--- config.mk ---
export PLATFORM = sky130hd
export DESIGN_NAME = mem_port_arbiter
export DESIGN_NICKNAME = d
export VERILOG_FILES = /design/src/rtl/mem_port_arbiter_pkg.sv /design/src/rtl/mem_port_arbiter_pick.sv /design/src/rtl/mem_port_arbiter.sv
export SDC_FILE = /design/constraint.sdc
export NUM_CORES = 1
export LEC_CHECK = 0
export CAP_MARGIN = 20
export CORE_AREA = 5 5 95 97
export CTS_CLUSTER_DIAMETER = 100
export DETAILED_ROUTE_END_ITERATION = 7
export DIE_AREA = 0 0 100 102
export PLACE_DENSITY = 0.69
export SLEW_MARGIN = 20
export SYNTH_ARGS = -nofsm -noshare
export SYNTH_HDL_FRONTEND = slang
export SYNTH_SLANG_ARGS = --single-unit
--- constraint.sdc ---
create_clock -name clk -period 3.2 [get_ports clk]
set_clock_uncertainty 0.1 [all_clocks]
set_input_delay 0.64 -clock clk [delete_from_list [all_inputs] [get_ports clk]]
set_output_delay 0.64 -clock clk [all_outputs]
set_load 0.01 [all_outputs]
--- src/rtl/mem_port_arbiter_pkg.sv ---
// Shared widths, port ids and helpers for the two-port memory arbiter.
// Round-robin arbitration is selected with the MEM_ARB_RR_EN macro.
package mem_port_arbiter_pkg;

    localparam int ADDR      = 16;
    localparam int WORD      = 32;
    localparam int ARB_CNT_W = 3;

    localparam logic ARB_P0 = 1'b0;
    localparam logic ARB_P1 = 1'b1;

    typedef enum logic [1:0] {
        GNT_NONE = 2'b00,
        GNT_P0   = 2'b01,
        GNT_P1   = 2'b10
    } gnt_e;

    typedef struct packed {
        logic            we;
        logic [ADDR-1:0] addr;
        logic [WORD-1:0] wdata;
    } mem_cmd_t;

    function automatic logic [ARB_CNT_W-1:0] sat_inc(
        input logic [ARB_CNT_W-1:0] v,
        input logic [ARB_CNT_W-1:0] lim
    );
        return (v >= lim) ? lim : v + 1'b1;
    endfunction

endpackage

--- src/rtl/mem_port_arbiter_pick.sv ---
// Combinational winner selection for the memory arbiter (one-hot grant).
// MEM_ARB_RR_EN selects round-robin; otherwise fixed priority with a starvation guard.
module mem_arb_pick
    import mem_port_arbiter_pkg::*;
#(
    parameter int STARVE_LIM = 4
) (
    input  logic                 req0,
    input  logic                 req1,
`ifdef MEM_ARB_RR_EN
    input  logic                 rr_last,
`else
    input  logic [ARB_CNT_W-1:0] wait_cnt,
`endif
    output gnt_e                 gnt
);

`ifndef MEM_ARB_RR_EN
    localparam logic [ARB_CNT_W-1:0] LIM = ARB_CNT_W'(STARVE_LIM);
`endif

    logic p0_wins;

    always_comb begin
`ifdef MEM_ARB_RR_EN
        // the port that was not granted last time takes the conflict
        p0_wins = (rr_last == ARB_P1);
`else
        // port 1 owns conflicts until port 0 has waited the full limit
        p0_wins = (wait_cnt == LIM);
`endif
        gnt = GNT_NONE;
        if (req0 && req1) begin
            gnt = p0_wins ? GNT_P0 : GNT_P1;
        end else if (req0) begin
            gnt = GNT_P0;
        end else if (req1) begin
            gnt = GNT_P1;
        end
    end

endmodule

--- src/rtl/mem_port_arbiter.sv ---
// Two-requester arbiter in front of a single-port memory with 1-cycle read latency.
// Define MEM_ARB_RR_EN for round-robin conflicts; default is fixed priority.
module mem_port_arbiter
    import mem_port_arbiter_pkg::*;
#(
    parameter int STARVE_LIM = 4
) (
    input  logic            clk,
    input  logic            rst,
    input  logic            req0,
    input  logic            req1,
    input  logic            we0,
    input  logic            we1,
    input  logic [ADDR-1:0] addr0,
    input  logic [ADDR-1:0] addr1,
    input  logic [WORD-1:0] wdata0,
    input  logic [WORD-1:0] wdata1,
    output logic            gnt0,
    output logic            gnt1,
    output logic            rvalid0,
    output logic            rvalid1,
    output logic [WORD-1:0] rdata0,
    output logic [WORD-1:0] rdata1,
    output logic [ADDR-1:0] mem_a,
    output logic            mem_w,
    output logic [WORD-1:0] mem_d,
    input  logic [WORD-1:0] mem_q
);

    gnt_e     pick;
    mem_cmd_t cmd;
    logic     rvalid0_q, rvalid0_d;
    logic     rvalid1_q, rvalid1_d;

`ifdef MEM_ARB_RR_EN
    logic rr_last_q, rr_last_d;

    mem_arb_pick #(.STARVE_LIM(STARVE_LIM)) u_pick (
        .req0    (req0),
        .req1    (req1),
        .rr_last (rr_last_q),
        .gnt     (pick)
    );
`else
    localparam logic [ARB_CNT_W-1:0] LIM = ARB_CNT_W'(STARVE_LIM);

    logic [ARB_CNT_W-1:0] wait_cnt_q, wait_cnt_d;

    mem_arb_pick #(.STARVE_LIM(STARVE_LIM)) u_pick (
        .req0     (req0),
        .req1     (req1),
        .wait_cnt (wait_cnt_q),
        .gnt      (pick)
    );
`endif

    // no grant can escape while the arbiter is held in reset
    assign gnt0 = rst & (pick == GNT_P0);
    assign gnt1 = rst & (pick == GNT_P1);

    always_comb begin
        cmd = '0;
        if (gnt0) begin
            cmd.we    = we0;
            cmd.addr  = addr0;
            cmd.wdata = wdata0;
        end else if (gnt1) begin
            cmd.we    = we1;
            cmd.addr  = addr1;
            cmd.wdata = wdata1;
        end
    end

    assign mem_a = cmd.addr;
    assign mem_w = cmd.we;
    assign mem_d = cmd.wdata;

    assign rvalid0_d = gnt0 & ~we0;
    assign rvalid1_d = gnt1 & ~we1;

`ifdef MEM_ARB_RR_EN
    always_comb begin
        rr_last_d = rr_last_q;
        if (gnt0) begin
            rr_last_d = ARB_P0;
        end else if (gnt1) begin
            rr_last_d = ARB_P1;
        end
    end

    always_ff @(posedge clk or negedge rst) begin
        if (!rst) begin
            rvalid0_q <= 1'b0;
            rvalid1_q <= 1'b0;
            rr_last_q <= ARB_P1;
        end else begin
            rvalid0_q <= rvalid0_d;
            rvalid1_q <= rvalid1_d;
            rr_last_q <= rr_last_d;
        end
    end
`else
    always_comb begin
        wait_cnt_d = sat_inc(wait_cnt_q, LIM);
        if (gnt0 || !req0) begin
            wait_cnt_d = '0;
        end
    end

    always_ff @(posedge clk or negedge rst) begin
        if (!rst) begin
            rvalid0_q  <= 1'b0;
            rvalid1_q  <= 1'b0;
            wait_cnt_q <= '0;
        end else begin
            rvalid0_q  <= rvalid0_d;
            rvalid1_q  <= rvalid1_d;
            wait_cnt_q <= wait_cnt_d;
        end
    end
`endif

    // the memory's registered Q goes to both ports; rvalid says whose it is
    assign rvalid0 = rvalid0_q;
    assign rvalid1 = rvalid1_q;
    assign rdata0  = mem_q;
    assign rdata1  = mem_q;

endmodule

==> results.sh, run 1 <==
export IMPL_wl_per_cell_um=16.4
export IMPL_async_flop_share=1.00
export IMPL_yosysSeqAreaShare=0.0973
export IMPL_die_x_um=100
export IMPL_clock_sinks=5
export IMPL_hold_viol=0
export IMPL_ys_warn_count=0
export IMPL_drv_slew=0
export IMPL_synth_cells=144
export IMPL_critPathSlowestCell="clkdlybuf4s50_1"
export IMPL_synth_ff_type="dfrtp_1"
export IMPL_path_cells="dlygate4sd2_1, a31oi_4, clkbuf_16, a22o_1, clkdlybuf4s50_1"
export IMPL_layout_worst_path_cycle_share=0.919
export IMPL_tns_ns=0
export IMPL_syn_avg_cell_area_um2=8.93
export IMPL_ys_ff_latch=5
export IMPL_grt_pass1_wl_mm=7.71
export IMPL_io_pins=251
export IMPL_relSlewSlack=0.756
export IMPL_syn_to_final_growth_pct=102
export IMPL_power_leakage_nw=1.10
export IMPL_cts_root_buf="clkbuf_8"
export IMPL_power_density_mw_per_mm2=195
export IMPL_cts_buffers=3
export IMPL_grt_pass1_vias=1545
export IMPL_grt_remaining_overflow=0
export IMPL_vdd_ir_drop_max_mv=0.195
export IMPL_dp_cells=335
export IMPL_die_height_um=102
export IMPL_fin_crit_ns=2.94
export IMPL_status="finished clean"
export IMPL_path_max_fanout=8
export IMPL_synth_area_mm2=0.00129
export IMPL_clk_pin_slew_ns=0.04
export IMPL_rsz0062_at_grt="no"
export IMPL_synth_enable_flop_cells=0
export IMPL_hold_buffers=0
export IMPL_drt_pass1_iterations=2
export IMPL_n_antenna_cell=0
export IMPL_grt_use_total=0.0923
export IMPL_clkLatencyLatePin_ns=0.22
export IMPL_routed_wl_mm=5.66
export IMPL_start_util=0.160
export IMPL_maxCapViolations=0
export IMPL_portBuffers=154
export IMPL_critPathRequiredTime_ns=2.46
export IMPL_h_tree_depth=1
export IMPL_critPathKind="in2out"
export IMPL_holdCritPathClass="in2async"
export IMPL_crit_path_end_kind="output port"
export IMPL_row_count=33
export IMPL_post_dp_hpwl_mm=4.34
export IMPL_reg2reg_depth=5
export IMPL_final_nets=377
export IMPL_drtAntennaViolNets=0
export IMPL_critPathArrivalTime_ns=2.20
export IMPL_clk_path_buf_depth=2
export IMPL_start_kind="primary input"
export IMPL_setup_viol=0
export IMPL_cpPeakStageDelay_ns=0.53
export IMPL_cts_tree="done"
export IMPL_antenna_found_initial=0
export IMPL_die_area_mm2=0.0102
export IMPL_routabilityCongestion=0.775
export IMPL_layout_cells_non_filler=345
export IMPL_grt_max_degree=32
export IMPL_drc_errors=0
export IMPL_layout_drive_gt1_share=0.0958
export IMPL_vias=1420
export IMPL_worst_pin_slew_ns=0.366
export IMPL_synth_cell_types=17
export IMPL_clock_fmax_mhz=340
export IMPL_drtIter0Drc=11
export IMPL_core_area_mm2=0.00805
export IMPL_synth_nets=280
export IMPL_vias_per_cell=4.12
==> flip-flops by register name, summed over array words and instances (netlist names) <==
name        flops
rvalid0         1
rvalid1         1
wait_cnt_q      3
==> final cells by class <==
cell class                      count  area (um2)
Fill cell                         821        5460
Timing Repair Buffer              166        1720
Multi-Input combinational cell     63         563
Tap cell                          105         131
Sequential cell                     5         125
Clock buffer                        4        45.0
Inverter                            2        7.51
==> path summary, 6_finish.rpt <==
check,from,to,slack [ns]
hold / removal,rst,wait_cnt_q[1]$_DFF_PN0_,0.33
setup reg to reg,wait_cnt_q[0]$_DFF_PN0_,rvalid1$_DFF_PN0_,1.64
max in group asynchronous,rst,rvalid0$_DFF_PN0_,2.57
setup / recovery,req0,mem_d[24],0.26
min in group clk,wait_cnt_q[0]$_DFF_PN0_,wait_cnt_q[0]$_DFF_PN0_,0.56
hold reg to reg,wait_cnt_q[0]$_DFF_PN0_,wait_cnt_q[0]$_DFF_PN0_,0.56
==> synth_stat cells (2+ instances only) <==
master,count,share of area
a22o_2,3,0.023
a22o_1,46,0.31
and2b_1,2,0.012
dfrtp_1,5,0.097
buf_6,10,0.088
nand2_1,2,0.0058
ha_1,2,0.019
inv_1,2,0.0058
buf_4,64,0.37
==> cells in the final DEF, fill, tap and decap left out, types with 2 or more instances in the layout <==
| cell | n |
|---|---|
| clkdlybuf4s50_1 | 142 |
| a22o_1 | 46 |
| dlymetal6s2s_1 | 7 |
| buf_4 | 6 |
| dlygate4sd2_1 | 5 |
| dfrtp_1 | 5 |
| a22o_2 | 3 |
| clkbuf_8 | 3 |
| buf_12 | 3 |
| inv_1 | 2 |
| nand2_2 | 2 |
| and2b_1 | 2 |
| ha_1 | 2 |
==> metal layers <==
metal  part of all wire  routed length, um  vias up  track usage
met5                  0                  0        -            0
met4              0.036                201        0       0.0477
met3               0.12                666       31       0.0259
met2               0.50               2820       97        0.175
met1               0.35               1970      635       0.0911
li1                   -                  -      657            -
==> power breakdown <==
part,switching [mW],internal [mW],leakage [nW],total [mW]
Sequential,0.00212,0.0669,0.0673,0.0690
Clock,0.0316,0.0856,0.0228,0.117
Combinational,0.0998,0.221,1.01,0.320
Total,0.133,0.373,1.10,0.507
==> stage by stage <==
step,hold WS (ns),worst slack [ns],utilization,total power [mW],instance area [um2]
after floorplan,0.244,1.14,-,0.248,1290
after global placement,0.535,-0.0164,0.304,0.380,2450
after detailed placement,0.552,-0.0286,0.304,0.383,2450
after CTS,0.554,-0.0129,0.312,0.505,2510
after global routing,0.366,0.140,0.322,0.533,2590
final,0.327,0.259,0.322,0.507,2590
==> kinds of logic (layout without fill, tap and decap cells) <==
| family | Yosys count | in the layout | share of synthesized area |
|---|---|---|---|
| AO/OA/AOI/OAI | 52 | 52 | 0.370 |
| adder cells (fa/ha/maj) | 2 | 2 | 0.0195 |
| buffers and inverters | 76 | 172 | 0.467 |
| flip-flops | 5 | 5 | 0.0973 |
| AND/OR/NAND/NOR | 9 | 9 | 0.0467 |
==> critical path, delay by kind of cell <==
kind	cells	cell delay [ns]
buf+inv	3	1.05
compound gates	2	0.50
==> what timing repair did <==
item | in CTS | in global routing
cloned | 1 | 2
setup endpoints to repair | 8 | 45
gates resized for setup | 6 | 8
buffers inserted | 0 | 3
(Power assumes the default switching activity.)
==> run 2: changes to the inputs <==
CAP_MARGIN = not set   (was 20)
CTS_CLUSTER_DIAMETER = not set   (was 100)
==> results of run 2 <==
The final DEF is identical to that of run 1; final timing and power are the same.
==> run 3: changes to the inputs <==
CORE_AREA = 2 2 97 99   (was 5 5 95 97)
DIE_AREA = 0 0 99 101   (was 0 0 100 102)
PLACE_DENSITY = not set   (was 0.69)
==> results.sh, run 3 (synthesized netlist as in run 1, its figures left out) <==
export IMPL_status="finished clean"
export IMPL_holdCritPathClass="in2async"
export IMPL_relSlewSlack=0.858
export IMPL_die_height_um=101
export IMPL_seq_area_um2=125
export IMPL_power_leakage_nw=1.17
export IMPL_tns_ns=0
export IMPL_final_nets=376
export IMPL_critPathRequiredTime_ns=2.46
export IMPL_filler_cell_count=942
export IMPL_crit_path_end_kind="output port"
export IMPL_drtAntennaViolNets=0
export IMPL_drv_slew=0
export IMPL_dp_cells=342
export IMPL_start_kind="primary input"
export IMPL_regMostFlops="wait_cnt_q"
export IMPL_clock_fmax_mhz=322
export IMPL_path_max_fanout=15
export IMPL_syn_to_final_growth_pct=103
export IMPL_crit_path_start="req1"
export IMPL_worst_pin_slew_ns=0.212
export IMPL_routed_wl_mm=5.00
export IMPL_die_area_mm2=0.0100
export IMPL_die_x_um=99
export IMPL_clock_sinks=5
export IMPL_grt_remaining_overflow=0
export IMPL_critPathArrivalTime_ns=2.36
export IMPL_maxCapViolations=0
export IMPL_cts_buffers=3
export IMPL_drt_pass1_iterations=4
export IMPL_clk_path_buf_depth=2
export IMPL_final_cell_mix="clkdlybuf4s50_1, a22o_1, dlymetal6s2s_1"
export IMPL_grt_pass1_wl_mm=7.08
export IMPL_drc_errors=0
export IMPL_drtIter0Drc=36
export IMPL_power_density_mw_per_mm2=192
export IMPL_layout_cells_non_filler=350
export IMPL_hold_viol=0
export IMPL_post_dp_hpwl_mm=4.03
export IMPL_start_util=0.143
export IMPL_cts_root_buf="clkbuf_8"
export IMPL_critPathKind="in2out"
export IMPL_layout_drive_gt1_share=0.0879
export IMPL_antenna_found_initial=0
export IMPL_hold_buffers=0
export IMPL_n_antenna_cell=0
export IMPL_grt_pass1_vias=1435
export IMPL_dpl_cell_area_mm2=0.00248
export IMPL_whs_ns=0.302
export IMPL_grt_max_degree=32
export IMPL_portBuffers=154
export IMPL_routabilityCongestion=0.765
export IMPL_r2r_start="wait_cnt_q[0]$_DFF_PN0_"
export IMPL_cts_tree="done"
export IMPL_vias_per_cell=4.00
export IMPL_vdd_ir_drop_max_mv=0.138
export IMPL_final_common_cell="clkdlybuf4s50_1"
export IMPL_vias=1401
export IMPL_layout_worst_path_cycle_share=0.970
export IMPL_h_tree_depth=1
export IMPL_fin_crit_ns=3.10
export IMPL_multi_input_area_um2=561
export IMPL_power_mw=0.502
export IMPL_final_cell_area_mm2=0.00261
export IMPL_wl_per_cell_um=14.3
export IMPL_clkLatencyLatePin_ns=0.22
export IMPL_io_pins=251
export IMPL_largest_reg_flops=3
export IMPL_core_area_mm2=0.00898
export IMPL_setup_viol=0
export IMPL_grt_use_total=0.0867
export IMPL_row_count=35
export IMPL_clk_pin_slew_ns=0.03
-- run 3: report_power, final --
part | internal [mW] | total, mW | switching, mW
registers | 0.0669 | 0.0690 | 0.00204
logic | 0.221 | 0.317 | 0.0957
clock network | 0.0854 | 0.116 | 0.0302
-- run 3: path summary, 6_finish.rpt --
path                       slack [ns]  depth (start not counted)                      end
max                               0.1                          7                 mem_d[8]
min                              0.30                          2  wait_cnt_q[2]$_DFF_PN0_
max reg2reg                      1.73                          6        rvalid0$_DFF_PN0_
min reg2reg                      0.55                          2  wait_cnt_q[0]$_DFF_PN0_
max in group asynchronous        2.58                          2  wait_cnt_q[1]$_DFF_PN0_
min in group clk                 0.55                          2  wait_cnt_q[0]$_DFF_PN0_
-- run 3: what timing repair did --
item | 4_1_cts | 5_1_grt
endpoints found under the hold margin | 0 | 0
buffers inserted | 0 | 2
endpoints found under the setup margin | 6 | 47
gates resized for setup | 2 | 12
gates cloned | 0 | 2
-- run 3: through the flow --
step / setup WS (ns) / util
3_5_place_dp: -0.0114 / 0.276
5_1_grt: -0.0101 / 0.291
4_1_cts: 0.00158 / 0.281
2_1_floorplan: 1.14 / -
3_3_place_gp: 0.0183 / 0.276
6_report: 0.0966 / 0.291
-- run 3: final cells by class --
class / instances / area share
repair buffers: 165 / 0.664
flip-flops and latches: 5 / 0.0479
inverters: 2 / 0.00287
well taps: 111 / 0.0531
multi-input cells: 63 / 0.214
clock buffers: 4 / 0.0172
-- run 3: worst max-delay path, stage by stage --
cell and delay (ns):
clkdlybuf4s50_1 0.48, nand2_1 0.09, a31oi_4 0.15, buf_4 0.16, clkbuf_16 0.17, a22o_1 0.13
clkdlybuf4s50_1 0.54
-- run 3: metal layers --
layer / wire length [um] / vias to the layer above / track usage / share of wire
met1: 1690 / 626 / 0.0839 / 0.34
met2: 2590 / 93 / 0.161 / 0.52
met5: 0 / - / 0 / 0
li1: - / 656 / - / -
met3: 525 / 26 / 0.0250 / 0.11
met4: 186 / 0 / 0.0558 / 0.037
